### src/rtl/soft_decode_scheduler_pkg.sv
// Shared types for the soft-decision decode scheduler: FSM states and result codes.
package soft_decode_pkg;

  typedef enum logic [2:0] {
    IDLE,
    CHECK,
    FB_RUN,
    LIK_RUN,
    RESULT
  } state_t;

  typedef enum logic [1:0] {
    ERR_OK      = 2'b00,
    ERR_LEN     = 2'b01,
    ERR_TIMEOUT = 2'b10
  } err_t;

  localparam int TAG_W_DEF = 8;

endpackage

### src/rtl/soft_decode_scheduler_if.sv
// Strand-in / result-out handshake bundle; the scheduler is the slave on both sides.
interface soft_decode_scheduler_if #(
  parameter int DATA_WIDTH = 32,
  parameter int TAG_W      = 8
);
  logic                  in_valid;
  logic                  in_ready;
  logic [DATA_WIDTH-1:0] in_strand;
  logic [31:0]           in_N;
  logic                  out_valid;
  logic                  out_ready;
  logic [TAG_W-1:0]      out_tag;
  logic [1:0]            out_err;

  modport master (
    output in_valid, in_strand, in_N, out_ready,
    input  in_ready, out_valid, out_tag, out_err
  );

  modport slave (
    input  in_valid, in_strand, in_N, out_ready,
    output in_ready, out_valid, out_tag, out_err
  );
endinterface

### src/rtl/soft_decode_scheduler_phase_timer.sv
// Watchdog for one engine phase: counts while enabled, flags the last allowed cycle.
module phase_timer #(
  parameter int TIMEOUT = 4096
) (
  input  logic clk,
  input  logic rst_n,
  input  logic clear,
  input  logic en,
  output logic expire
);
  localparam int CW = $clog2(TIMEOUT);

  logic [CW-1:0] cnt;

  // Expire is the (TIMEOUT-1)th count, so a phase gets exactly TIMEOUT cycles.
  assign expire = en && (cnt == CW'(TIMEOUT - 1));

  always_ff @(posedge clk or negedge rst_n) begin
    if (!rst_n)             cnt <= '0;
    else if (clear)         cnt <= '0;
    else if (en && !expire) cnt <= cnt + 1'b1;
  end
endmodule

### src/rtl/soft_decode_scheduler.sv
// Sequencer for one soft-decision IDS decode: length check, alpha/beta in parallel,
// then likelihood recursion, then a tagged result held until the consumer takes it.
module soft_decode_scheduler
  import soft_decode_pkg::*;
#(
  parameter int DATA_WIDTH = 32,
  parameter int n          = 10,
  parameter int TIMEOUT    = 4096,
  parameter int TAG_W      = TAG_W_DEF
) (
  input  logic                  clk,
  input  logic                  rst_n,
  soft_decode_scheduler_if.slave bus,
  output logic [DATA_WIDTH-1:0] eng_strand,
  output logic [31:0]           eng_N,
  output logic                  start_fwd,
  output logic                  start_bwd,
  input  logic                  fwd_done,
  input  logic                  bwd_done,
  output logic                  start_lik,
  input  logic                  lik_done,
  output logic                  busy
);
  // n only sizes the engines; a non-positive codeword length is never meaningful.
  if (n < 1) begin : g_n_unsupported
  end

  state_t           state;
  logic [TAG_W-1:0] tag_cnt;
  logic             fwd_seen, bwd_seen;
  logic             both_done, len_bad, expire, tmr_clear, tmr_en;

  assign len_bad   = ($signed(eng_N) < 32'sd1) || ($signed(eng_N) > DATA_WIDTH);
  assign both_done = (fwd_seen || fwd_done) && (bwd_seen || bwd_done);
  assign tmr_clear = (state == CHECK) || (state == FB_RUN && both_done);
  assign tmr_en    = (state == FB_RUN) || (state == LIK_RUN);

  phase_timer #(.TIMEOUT(TIMEOUT)) u_timer (
    .clk    (clk),
    .rst_n  (rst_n),
    .clear  (tmr_clear),
    .en     (tmr_en),
    .expire (expire)
  );

  always_ff @(posedge clk or negedge rst_n) begin
    if (!rst_n) begin
      state         <= IDLE;
      bus.in_ready  <= 1'b1;
      bus.out_valid <= 1'b0;
      bus.out_tag   <= '0;
      bus.out_err   <= ERR_OK;
      start_fwd     <= 1'b0;
      start_bwd     <= 1'b0;
      start_lik     <= 1'b0;
      busy          <= 1'b0;
      eng_strand    <= '0;
      eng_N         <= '0;
      tag_cnt       <= '0;
      fwd_seen      <= 1'b0;
      bwd_seen      <= 1'b0;
    end else begin
      start_fwd <= 1'b0;
      start_bwd <= 1'b0;
      start_lik <= 1'b0;
      case (state)
        IDLE: begin
          if (bus.in_valid && bus.in_ready) begin
            eng_strand   <= bus.in_strand;
            eng_N        <= bus.in_N;
            bus.out_tag  <= tag_cnt;
            tag_cnt      <= tag_cnt + 1'b1;
            bus.in_ready <= 1'b0;
            busy         <= 1'b1;
            state        <= CHECK;
          end
        end
        CHECK: begin
          if (len_bad) begin
            bus.out_err   <= ERR_LEN;
            bus.out_valid <= 1'b1;
            state         <= RESULT;
          end else begin
            start_fwd <= 1'b1;
            start_bwd <= 1'b1;
            fwd_seen  <= 1'b0;
            bwd_seen  <= 1'b0;
            state     <= FB_RUN;
          end
        end
        FB_RUN: begin
          fwd_seen <= fwd_seen || fwd_done;
          bwd_seen <= bwd_seen || bwd_done;
          // Completion is checked before expiry so a done on the last cycle still wins.
          if (both_done) begin
            start_lik <= 1'b1;
            state     <= LIK_RUN;
          end else if (expire) begin
            bus.out_err   <= ERR_TIMEOUT;
            bus.out_valid <= 1'b1;
            state         <= RESULT;
          end
        end
        LIK_RUN: begin
          if (lik_done) begin
            bus.out_err   <= ERR_OK;
            bus.out_valid <= 1'b1;
            state         <= RESULT;
          end else if (expire) begin
            bus.out_err   <= ERR_TIMEOUT;
            bus.out_valid <= 1'b1;
            state         <= RESULT;
          end
        end
        RESULT: begin
          if (bus.out_ready) begin
            bus.out_valid <= 1'b0;
            bus.in_ready  <= 1'b1;
            busy          <= 1'b0;
            state         <= IDLE;
          end
        end
        default: begin
          bus.out_valid <= 1'b0;
          bus.in_ready  <= 1'b1;
          busy          <= 1'b0;
          state         <= IDLE;
        end
      endcase
    end
  end
endmodule

### src/flat_wrapper.sv
// flat-port wrapper written by rule: the top's interface ports become plain ports
module soft_decode_scheduler_flat import soft_decode_pkg::*;
#(
  parameter int DATA_WIDTH = 32,
  parameter int n          = 10,
  parameter int TIMEOUT    = 4096,
  parameter int TAG_W      = TAG_W_DEF
)
  (clk, rst_n, eng_strand, eng_N, start_fwd, start_bwd, fwd_done, bwd_done, start_lik, lik_done, busy, bus_in_valid, bus_in_strand, bus_in_N, bus_out_ready, bus_in_ready, bus_out_valid, bus_out_tag, bus_out_err);
  soft_decode_scheduler_if #(.DATA_WIDTH(DATA_WIDTH), .TAG_W(TAG_W)) bus_i ();
  input  logic clk;
  input  logic rst_n;
  output logic [DATA_WIDTH-1:0] eng_strand;
  output logic [31:0] eng_N;
  output logic start_fwd;
  output logic start_bwd;
  input  logic fwd_done;
  input  logic bwd_done;
  output logic start_lik;
  input  logic lik_done;
  output logic busy;
  input wire logic [$bits(bus_i.in_valid)-1:0] bus_in_valid;
  input wire logic [$bits(bus_i.in_strand)-1:0] bus_in_strand;
  input wire logic [$bits(bus_i.in_N)-1:0] bus_in_N;
  input wire logic [$bits(bus_i.out_ready)-1:0] bus_out_ready;
  output wire logic [$bits(bus_i.in_ready)-1:0] bus_in_ready;
  output wire logic [$bits(bus_i.out_valid)-1:0] bus_out_valid;
  output wire logic [$bits(bus_i.out_tag)-1:0] bus_out_tag;
  output wire logic [$bits(bus_i.out_err)-1:0] bus_out_err;
  assign bus_i.in_valid = bus_in_valid;
  assign bus_i.in_strand = bus_in_strand;
  assign bus_i.in_N = bus_in_N;
  assign bus_i.out_ready = bus_out_ready;
  assign bus_in_ready = bus_i.in_ready;
  assign bus_out_valid = bus_i.out_valid;
  assign bus_out_tag = bus_i.out_tag;
  assign bus_out_err = bus_i.out_err;
  soft_decode_scheduler #(.DATA_WIDTH(DATA_WIDTH), .n(n), .TIMEOUT(TIMEOUT), .TAG_W(TAG_W)) u_core (.clk(clk), .rst_n(rst_n), .bus(bus_i), .eng_strand(eng_strand), .eng_N(eng_N), .start_fwd(start_fwd), .start_bwd(start_bwd), .fwd_done(fwd_done), .bwd_done(bwd_done), .start_lik(start_lik), .lik_done(lik_done), .busy(busy));
endmodule
### config.mk
export PLATFORM = sky130hd
export DESIGN_NAME = soft_decode_scheduler_flat
export DESIGN_NICKNAME = d
export VERILOG_FILES = /design/src/rtl/soft_decode_scheduler_pkg.sv /design/src/rtl/soft_decode_scheduler_if.sv /design/src/rtl/soft_decode_scheduler_phase_timer.sv /design/src/rtl/soft_decode_scheduler.sv /design/src/flat_wrapper.sv
export SDC_FILE = /design/constraint.sdc
export NUM_CORES = 1
export LEC_CHECK = 0
export ABC_CLOCK_PERIOD_IN_PS = 2300
export CORE_UTILIZATION = 28
export CTS_BUF_LIST = sky130_fd_sc_hd__clkbuf_4 sky130_fd_sc_hd__clkbuf_8
export DETAILED_ROUTE_END_ITERATION = 8
export GPL_ROUTABILITY_DRIVEN = 0
export PLACE_DENSITY = 0.59
export SYNTH_ARGS = -nofsm -noshare
export SYNTH_HDL_FRONTEND = slang
export SYNTH_SLANG_ARGS = --single-unit
### constraint.sdc
create_clock -name clk -period 2.3 [get_ports clk]
set_clock_uncertainty 0.1 [all_clocks]
set_input_delay 0.23 -clock clk [delete_from_list [all_inputs] [get_ports clk]]
set_output_delay 0.23 -clock clk [all_outputs]
set_load 0.02 [all_outputs]
Word level (Yosys, flattened, before mapping)
Index checks and enable logic that the tools add are counted.
{"block": "word_totals", "reg_bits": 104, "latchBits": 0, "ramBits": 0, "rom_bits": 0, "input_bits": 71, "output_inout_bits": 80, "wordCells": 84, "n_memories": 0}
{"block": "op_classes", "add_sub_neg": 2, "n_mul": 0, "n_div": 0, "n_lt_le_gt_ge": 2, "eq_ne": 10, "shifts": 0, "mux": 32, "n_bitwise": 2, "reduce_logical": 22}
{"cell": "> comparator 32 x 7 -> 1 bit (second input constant)", "count": 1}
{"cell": "< comparator 32 x 2 -> 1 bit (second input constant)", "count": 1}
{"cell": "two-way mux 12 bit", "count": 2}
{"cell": "two-way mux 3 bit", "count": 6}
{"cell": "case mux 3 bit (5 select lines)", "count": 1}
{"cell": "two-way mux 1 bit", "count": 13}
{"cell": "adder 12 x 1 -> 12 bit (second input constant)", "count": 1}
{"cell": "== test 12 bit (second input constant)", "count": 1}
{"cell": "adder 8 x 1 -> 8 bit (second input constant)", "count": 1}
{"cell": "two-way mux 2 bit", "count": 4}
{"cell": "== test 3 x 2 -> 1 bit (second input constant)", "count": 2}
{"cell": "inequality test 2 bit (second input constant)", "count": 3}
{"cell": "case mux 1 bit (3 select lines)", "count": 2}
{"cell": "case mux 2 bit (3 select lines)", "count": 1}
{"cell": "AND reduction 2 bit", "count": 3}
{"cell": "AND reduction 3 bit", "count": 2}
{"cell": "logical AND 1 bit", "count": 5}
{"cell": "logical OR 1 bit", "count": 5}
{"cell": "case mux 1 bit (5 select lines)", "count": 1}
{"cell": "inequality test 2 x 1 -> 1 bit (second input constant)", "count": 2}
{"cell": "case mux 1 bit (2 select lines)", "count": 2}
{"cell": "AND reduction 4 bit", "count": 1}
{"cell": "nonzero test 2 bit", "count": 2}
{"cell": "== test 3 x 1 -> 1 bit (second input constant)", "count": 1}
{"cell": "6 further kinds", "count": 7}

Depth between registers and ports, before layout
Gate-level depths: netlist of the first run.
{"block": "logic_depth", "depth_word": 7, "ltp_mapped": 7, "mapped_depth_nobuf": 6}

Modules after synthesis
Synthesis of the first run repeated with hierarchy kept, for this count alone.
{"block": "hier_totals", "cells_unflattened": 337, "hier_area_um2": 4495.6}
{"mod": "soft_decode_scheduler", "instances": 1, "cells_each": 265, "area_per_inst_um2": 3784.9}
{"mod": "phase_timer", "instances": 1, "cells_each": 72, "area_per_inst_um2": 710.7}

Least setup slack after synthesis of the first run
Ideal clock, no wire load.
{"block": "synth_timing", "path_type": "register to register", "startpoint": "register u_core.eng_N[3]", "endpoint": "register u_core.bwd_seen", "setup_ns": 0.121, "t_arrival_ns": 1.925, "slack_ns": 0.155, "stages_incl_launch_ff": 6, "path_buffers": 1, "synth_period_minus_slack_ns": 2.145, "path_cell_list": "dfrtp_1 -> or4_4 -> o21ai_2 -> or4b_1 -> buf_2 -> a22o_1"}
{"block": "synth_between", "elab_chain_cells": 4, "word_cells_on_any_way": 5}
{"item": "start, declared", "line_no": "soft_decode_scheduler.sv:15", "source": "output logic [31:0] eng_N,"}
{"item": "start signal, assigned", "line_no": "soft_decode_scheduler.sv:70", "source": "eng_N <= bus.in_N;"}
{"item": "< comparator 32 x 2 -> 1 bit / > comparator 32 x 7 -> 1 bit (equally long branches)", "line_no": "soft_decode_scheduler.sv:33", "source": "assign len_bad = ($signed(eng_N) < 32'sd1) || ($signed(eng_N) > DATA_WIDTH);"}
{"item": "logical OR 1 bit (*)", "line_no": "soft_decode_scheduler.sv:33"}
{"item": "inequality test 2 bit (no line) (*)"}
{"item": "AND reduction 2 bit (no line) (*)"}
{"item": "end signal, assigned", "line_no": "soft_decode_scheduler.sv:93", "source": "bwd_seen <= bwd_seen || bwd_done;"}
{"item": "end, declared", "line_no": "soft_decode_scheduler.sv:30", "source": "logic fwd_seen, bwd_seen;"}
Every way passes the cells marked *; elsewhere a longest branch is shown, timed or not.
A chain may end at the register's enable or synchronous reset.

Final worst setup path of the first run
{"block": "layout_timing", "startpoint": "register u_core.eng_N[3]", "endpoint": "register u_core.fwd_seen"}
{"block": "layout_between", "elab_chain_cells": 4, "word_cells_on_any_way": 5}
{"item": "< comparator 32 x 2 -> 1 bit / > comparator 32 x 7 -> 1 bit (equally long branches)", "line_no": "soft_decode_scheduler.sv:33"}
{"item": "logical OR 1 bit (*)", "line_no": "soft_decode_scheduler.sv:33"}
{"item": "inequality test 2 bit (no line) (*)"}
{"item": "AND reduction 2 bit (no line) (*)"}
{"item": "end signal, assigned", "line_no": "soft_decode_scheduler.sv:92", "source": "fwd_seen <= fwd_seen || fwd_done;"}
{"item": "end, declared", "line_no": "soft_decode_scheduler.sv:30"}
Marks and branches as above.

==> metrics, run 1 <==
die width=126.0 um; worst-margin pin slew=0.5846 ns; Post-Syn Area=0.004308 mm^2; most common cell after layout, fill and taps aside=clkdlybuf4s50_1; Finish-stage setup viols=0; DR iter-0 viols=120; routed length per instance=15.68 um; flops & latches, synth=104; initial antenna violation count=1; routed vias/inst=4.684; crit end category=register; placed cells=650; YS warnings=0; Ports=151; Netlist cell types=44; post-place instance area=0.006108 mm^2; Post-DRT Antenna Nets=0; fin crit period=2.117 ns; routed wire length=10460 um; Port Buf Inserts=150; Initial Util=29.20%; core area=0.01475 mm^2; outcome=finished, final reports clean; Sw Pwr=2.339 mW; FILL cells=1424; crit path kind=register to register; worst-path maximum fanout=7; gr ovfl total=0; internal power component=4.417 mW; final core utilization=42.63%; PD cells=1074 mW/mm^2; Fin. Hold Viols=0; asr flop ratio synth=100.0%; die area=0.01588 mm^2; drt first pass iters=4; Comb pwr share=42.6%; Place WS=0.08446 ns; number of flops mapped to enable cells by yosys=0; type of the worst min-delay path=input port to async pin; Final Slew Violations=0; post-route cell area=0.006290 mm^2; Final Non-Filler Cells=667; CTS tree=yes; Sw Share=34.62%; TNS Setup=0 ns; Final period util=92.03%; CP arrival=2.28 ns; H-tree depth=3; clock-pin transition on the worst setup and hold timing paths=0.10 ns; Clock power frac=15.1%; Clock Sink Count=104; WP data required=2.46 ns; Reg power frac=42.3%; via count=3124; CTS root buf=clkbuf_8; sequential element share of the synthesized area=60.44%; RSZ-0062 raised after global routing=no; syn_nets=394; Max-Cap Viols=0; # DRC=0; die height=126.0 um; Num CTS Buffers=9; first-pass GRT wire length=17380 um; final worst slack=0.1833 ns; Slew HR=61.02%; Syn Area/Cell=13.42 um^2; gr usage total=14.23%; Worst R2R Setup Slack=0.18 ns; Nets=551; layout cells sized above 1=22.20%; Fmax=472.4 MHz; Lkg Pwr=2.635 nW; CP startpoint kind=register; Clock Tree Buf Depth=2; Tot Pwr=6.756 mW; hold_ws=0.2837 ns; Clock Latency Late Sink=0.38 ns; worst vdd ir=746.1 uV; Layout area overhead=46.01%; vias in the first global route=3410; most frequent cells in the layout=clkdlybuf4s50_1 (149), dfrtp_1 (103), mux2_2 (73); num rows=44; HPWL Detailed=7820 um; pin count of the biggest net entering global routing=45; cells after synthesis=321; Main synth FF type=dfrtp_1
[critical path: stages (launching register included)]
cell and delay [ns]:
dfrtp_1 0.40, or4_4 0.55, o21ai_2 0.15, or4b_4 0.54, a22o_1 0.25
[sequential cells by signal (all words and copies together) (netlist names), 2 cells and up]
| signal | flops |
|---|---|
| u_core.eng_N | 32 |
| u_core.bus.out_tag | 8 |
| u_core.state | 3 |
| u_core.u_timer.cnt | 12 |
| u_core.eng_strand | 32 |
| u_core.tag_cnt | 8 |
| u_core.bus.out_err | 2 |
[power by group through the flow]
| stage | sequential [mW] | clock, mW | combinational, mW |
|---|---|---|---|
| finish | 2.86 | 1.02 | 2.88 |
| global route | 2.97 | 1.16 | 3.03 |
| CTS | 2.87 | 1.09 | 2.91 |
| detailed placement | 2.90 | 0 | 2.90 |
| global placement | 2.87 | 0 | 2.89 |
| floorplan | 3.59 | 0 | 0.605 |
[worst paths after layout]
check / from / end / cells past startpoint
setup reg to reg: u_core.eng_N[3] / u_core.fwd_seen / 4
hold / removal: rst_n / u_core.eng_N[29] / 2
hold reg to reg: u_core.tag_cnt[7] / u_core.tag_cnt[7] / 1
max in group asynchronous: rst_n / u_core.eng_strand[31] / 3
min in group clk: bus_in_N[12] / u_core.eng_N[12] / 2
setup / recovery: u_core.eng_N[3] / u_core.fwd_seen / 4
[synthesized netlist by cell type (6+ instances only)]
library cell,instances,share of area (%)
mux2_2,73,19
nand4_1,6,0.87
clkbuf_1,8,0.70
xnor2_1,10,2.0
nor4_1,6,0.87
nand3_1,8,0.93
dfrtp_1,103,60
xor2_1,7,1.4
buf_2,8,0.93
nand2_1,11,0.96
a21oi_1,7,0.81
nor2_1,18,1.6
[kinds of logic after synthesis]
group,count (synthesis),share of synthesized area [%]
fa+ha+maj,2,0.5808
flops,104,60.44
xor+xnor,17,3.456
buf+inv,21,2.149
mux,74,19.31
simple gates,78,10.05
compound gates,25,4.009
[cell type report]
| type | count | area [um^2] | share of cell area [%] |
|---|---|---|---|
| Antenna cell | 1 | 2.502 | 0.03979 |
| Clock buffer | 10 | 131.4 | 2.089 |
| Clock inverter | 5 | 33.78 | 0.5371 |
| Inverter | 4 | 15.01 | 0.2387 |
| Multi-Input combinational cell | 196 | 1624 | 25.82 |
| Sequential cell | 104 | 2604 | 41.40 |
| Tap cell | 184 | 230.2 | 3.660 |
| Timing Repair Buffer | 163 | 1649 | 26.22 |
[layer usage]
metal	up-vias	GRT usage (%)	wire length (um)
met1	1541	16.03	4360
met5	-	0	0
met3	12	7.009	1020
li1	1458	-	-
met2	113	23.46	4921
met4	0	4.748	153
[what timing repair did]
action / CTS / global route
buffers inserted: 0 / 0
endpoints found under the hold margin: 40 / 0
hold buffers: 1 / 0
gates resized for setup: 0 / 1
endpoints found under the setup margin: 0 / 3
(Power assumes the default switching activity.)
==> run 2: changes to the inputs <==
--- a/config.mk
+++ b/config.mk
@@ -5,6 +5,7 @@
 export SDC_FILE = /design/constraint.sdc
 export NUM_CORES = 1
 export LEC_CHECK = 0
+export ABC_AREA = 0
 export ABC_CLOCK_PERIOD_IN_PS = 2300
 export CORE_UTILIZATION = 28
 export CTS_BUF_LIST = sky130_fd_sc_hd__clkbuf_4 sky130_fd_sc_hd__clkbuf_8
==> results of run 2 <==
The final DEF is identical to that of run 1; final timing and power are the same.
==> run 3: changes to the inputs <==
--- a/config.mk
+++ b/config.mk
@@ -7,11 +7,13 @@
 export LEC_CHECK = 0
 export ABC_AREA = 0
 export ABC_CLOCK_PERIOD_IN_PS = 2300
+export CELL_PAD_IN_SITES_DETAIL_PLACEMENT = 2
+export CELL_PAD_IN_SITES_GLOBAL_PLACEMENT = 2
 export CORE_UTILIZATION = 28
 export CTS_BUF_LIST = sky130_fd_sc_hd__clkbuf_4 sky130_fd_sc_hd__clkbuf_8
 export DETAILED_ROUTE_END_ITERATION = 8
 export GPL_ROUTABILITY_DRIVEN = 0
-export PLACE_DENSITY = 0.59
+export PLACE_DENSITY = 0.82
 export SYNTH_ARGS = -nofsm -noshare
 export SYNTH_HDL_FRONTEND = slang
 export SYNTH_SLANG_ARGS = --single-unit
==> metrics, run 3 (synthesized netlist as in run 1, its figures left out) <==
Resized cells post-CTS=0; Largest regs=u_core.eng_N (32), u_core.eng_strand (32), u_core.u_timer.cnt (12); H-tree depth=3; Fin. Hold Viols=0; Num CTS Buffers=9; FILL cells=1523; final worst slack=0.07437 ns; num rows=44; clock-pin transition on the worst setup and hold timing paths=0.11 ns; worst-margin pin slew=0.7740 ns; outcome=finished, final reports clean; drt first pass iters=4; CTS root buf=clkbuf_8; vias in the first global route=3710; worst vdd ir=586.0 uV; slowest stage delay, CP=0.73 ns; Final period util=96.77%; gr ovfl total=0; routed wire length=12860 um; reg2reg start=u_core.eng_N[31]; Clock Tree Buf Depth=2; layout cells sized above 1=21.99%; CP Launch Point=u_core.eng_N[31]; post-place instance area=0.006101 mm^2; TNS Setup=0 ns; RSZ-0062 raised after global routing=no; die area=0.01588 mm^2; placed cells=649; CP startpoint kind=register; diode count=0; first-pass GRT wire length=20690 um; core area=0.01475 mm^2; worst setup path end=u_core.bwd_seen; Final Slew Violations=0; crit-path cells=nor4_1 -> nand4_1 -> or4b_1 -> a22o_1; Fmax=449.3 MHz; Post-DRT Antenna Nets=0; CTS tree=yes; Final Non-Filler Cells=666; Tot Pwr=6.958 mW; Initial Util=29.20%; CP arrival=2.41 ns; Place WS=0.09527 ns; Clock Sink Count=104; Port Buf Inserts=150; Ports=151; most frequent cells in the layout=clkdlybuf4s50_1 (149), dfrtp_1 (103), mux2_2 (73); CP max-delay cell=or4b_1; pin count of the biggest net entering global routing=56; crit end category=register; post-route cell area=0.006294 mm^2; type of the worst min-delay path=input port to async pin; hold_ws=0.3455 ns; Lkg Pwr=2.636 nW; die width=126.0 um; Clock Latency Late Sink=0.39 ns; PD cells=1106 mW/mm^2; Max-Cap Viols=0; via count=3148; fin crit period=2.226 ns; die height=126.0 um; initial antenna violation count=0; Layout area overhead=46.09%; gr usage total=17.19%; Worst R2R Setup Slack=0.07 ns; Slew HR=48.40%; reg2reg path depth=4; DR iter-0 viols=49; final core utilization=42.66%; WP data required=2.48 ns; most common cell after layout, fill and taps aside=clkdlybuf4s50_1; routed vias/inst=4.727; Nets=550; worst-path maximum fanout=7; Finish-stage setup viols=0; HPWL Detailed=9713 um; routed length per instance=19.31 um; r2r endpoint=u_core.bwd_seen; crit path kind=register to register; # DRC=0
==> run 3: cell types whose count changed in the layout (fill, tap and decap cells not counted), sizes merged <==
cell      previous run  this run
diode                1         0
inv                  5         7
buf                 13        12
clkinvlp             2         1
==> run 3: how the worst min path moves through the flow <==
stage | start | endpoint | slack [ns] | depth (start not counted)
finish | rst_n | u_core.u_timer.cnt[4] | 0.35 | 2
global route | bus_in_strand[14] | u_core.eng_strand[14] | 0.33 | 2
CTS | bus_in_strand[16] | u_core.eng_strand[16] | 0.32 | 2
detailed placement | rst_n | u_core.bus.out_tag[7] | 0.25 | 1
global placement | rst_n | u_core.bus.out_tag[7] | 0.25 | 1
floorplan | rst_n | u_core.bus.out_err[0] | -0.17 | 0
==> run 3: critical path: cells and delay by family (launching register included) <==
family / cells / cell delay [ns]
AOI/OAI and AO/OA: 1 / 0.29
DFF: 1 / 0.42
and+or+nand+nor: 3 / 1.31
==> run 3: report_power, final <==
group	internal [mW]	switching, mW
combinational	1.57	1.36
sequential	2.45	0.459
clock	0.422	0.696
==> run 3: metal layers <==
metal  GRT usage [%]  vias up  share of wire [%]  routed length (um)
li1                -     1458                  -                   -
met1           20.34     1583                 42                5405
met2           29.22       91                 50                6407
met3           5.055       16                6.2                 802
met4           7.016        0                1.9                 248
met5               0        -                  0                   0
==> run 3: cell type report <==
class / instances / area [um^2] / share of cell area (%)
repair buffers: 162 / 1642 / 26.08
multi-input cells: 196 / 1620 / 25.75
inverters: 4 / 15.01 / 0.2386
clock buffers: 10 / 131.4 / 2.087
clock inverters: 6 / 51.30 / 0.8151
well taps: 184 / 230.2 / 3.658
flip-flops and latches: 104 / 2604 / 41.37
==> run 3: timing repair <==
item	CTS	global route
buffers inserted	0	0
hold buffers	1	0
endpoints found under the hold margin	51	0
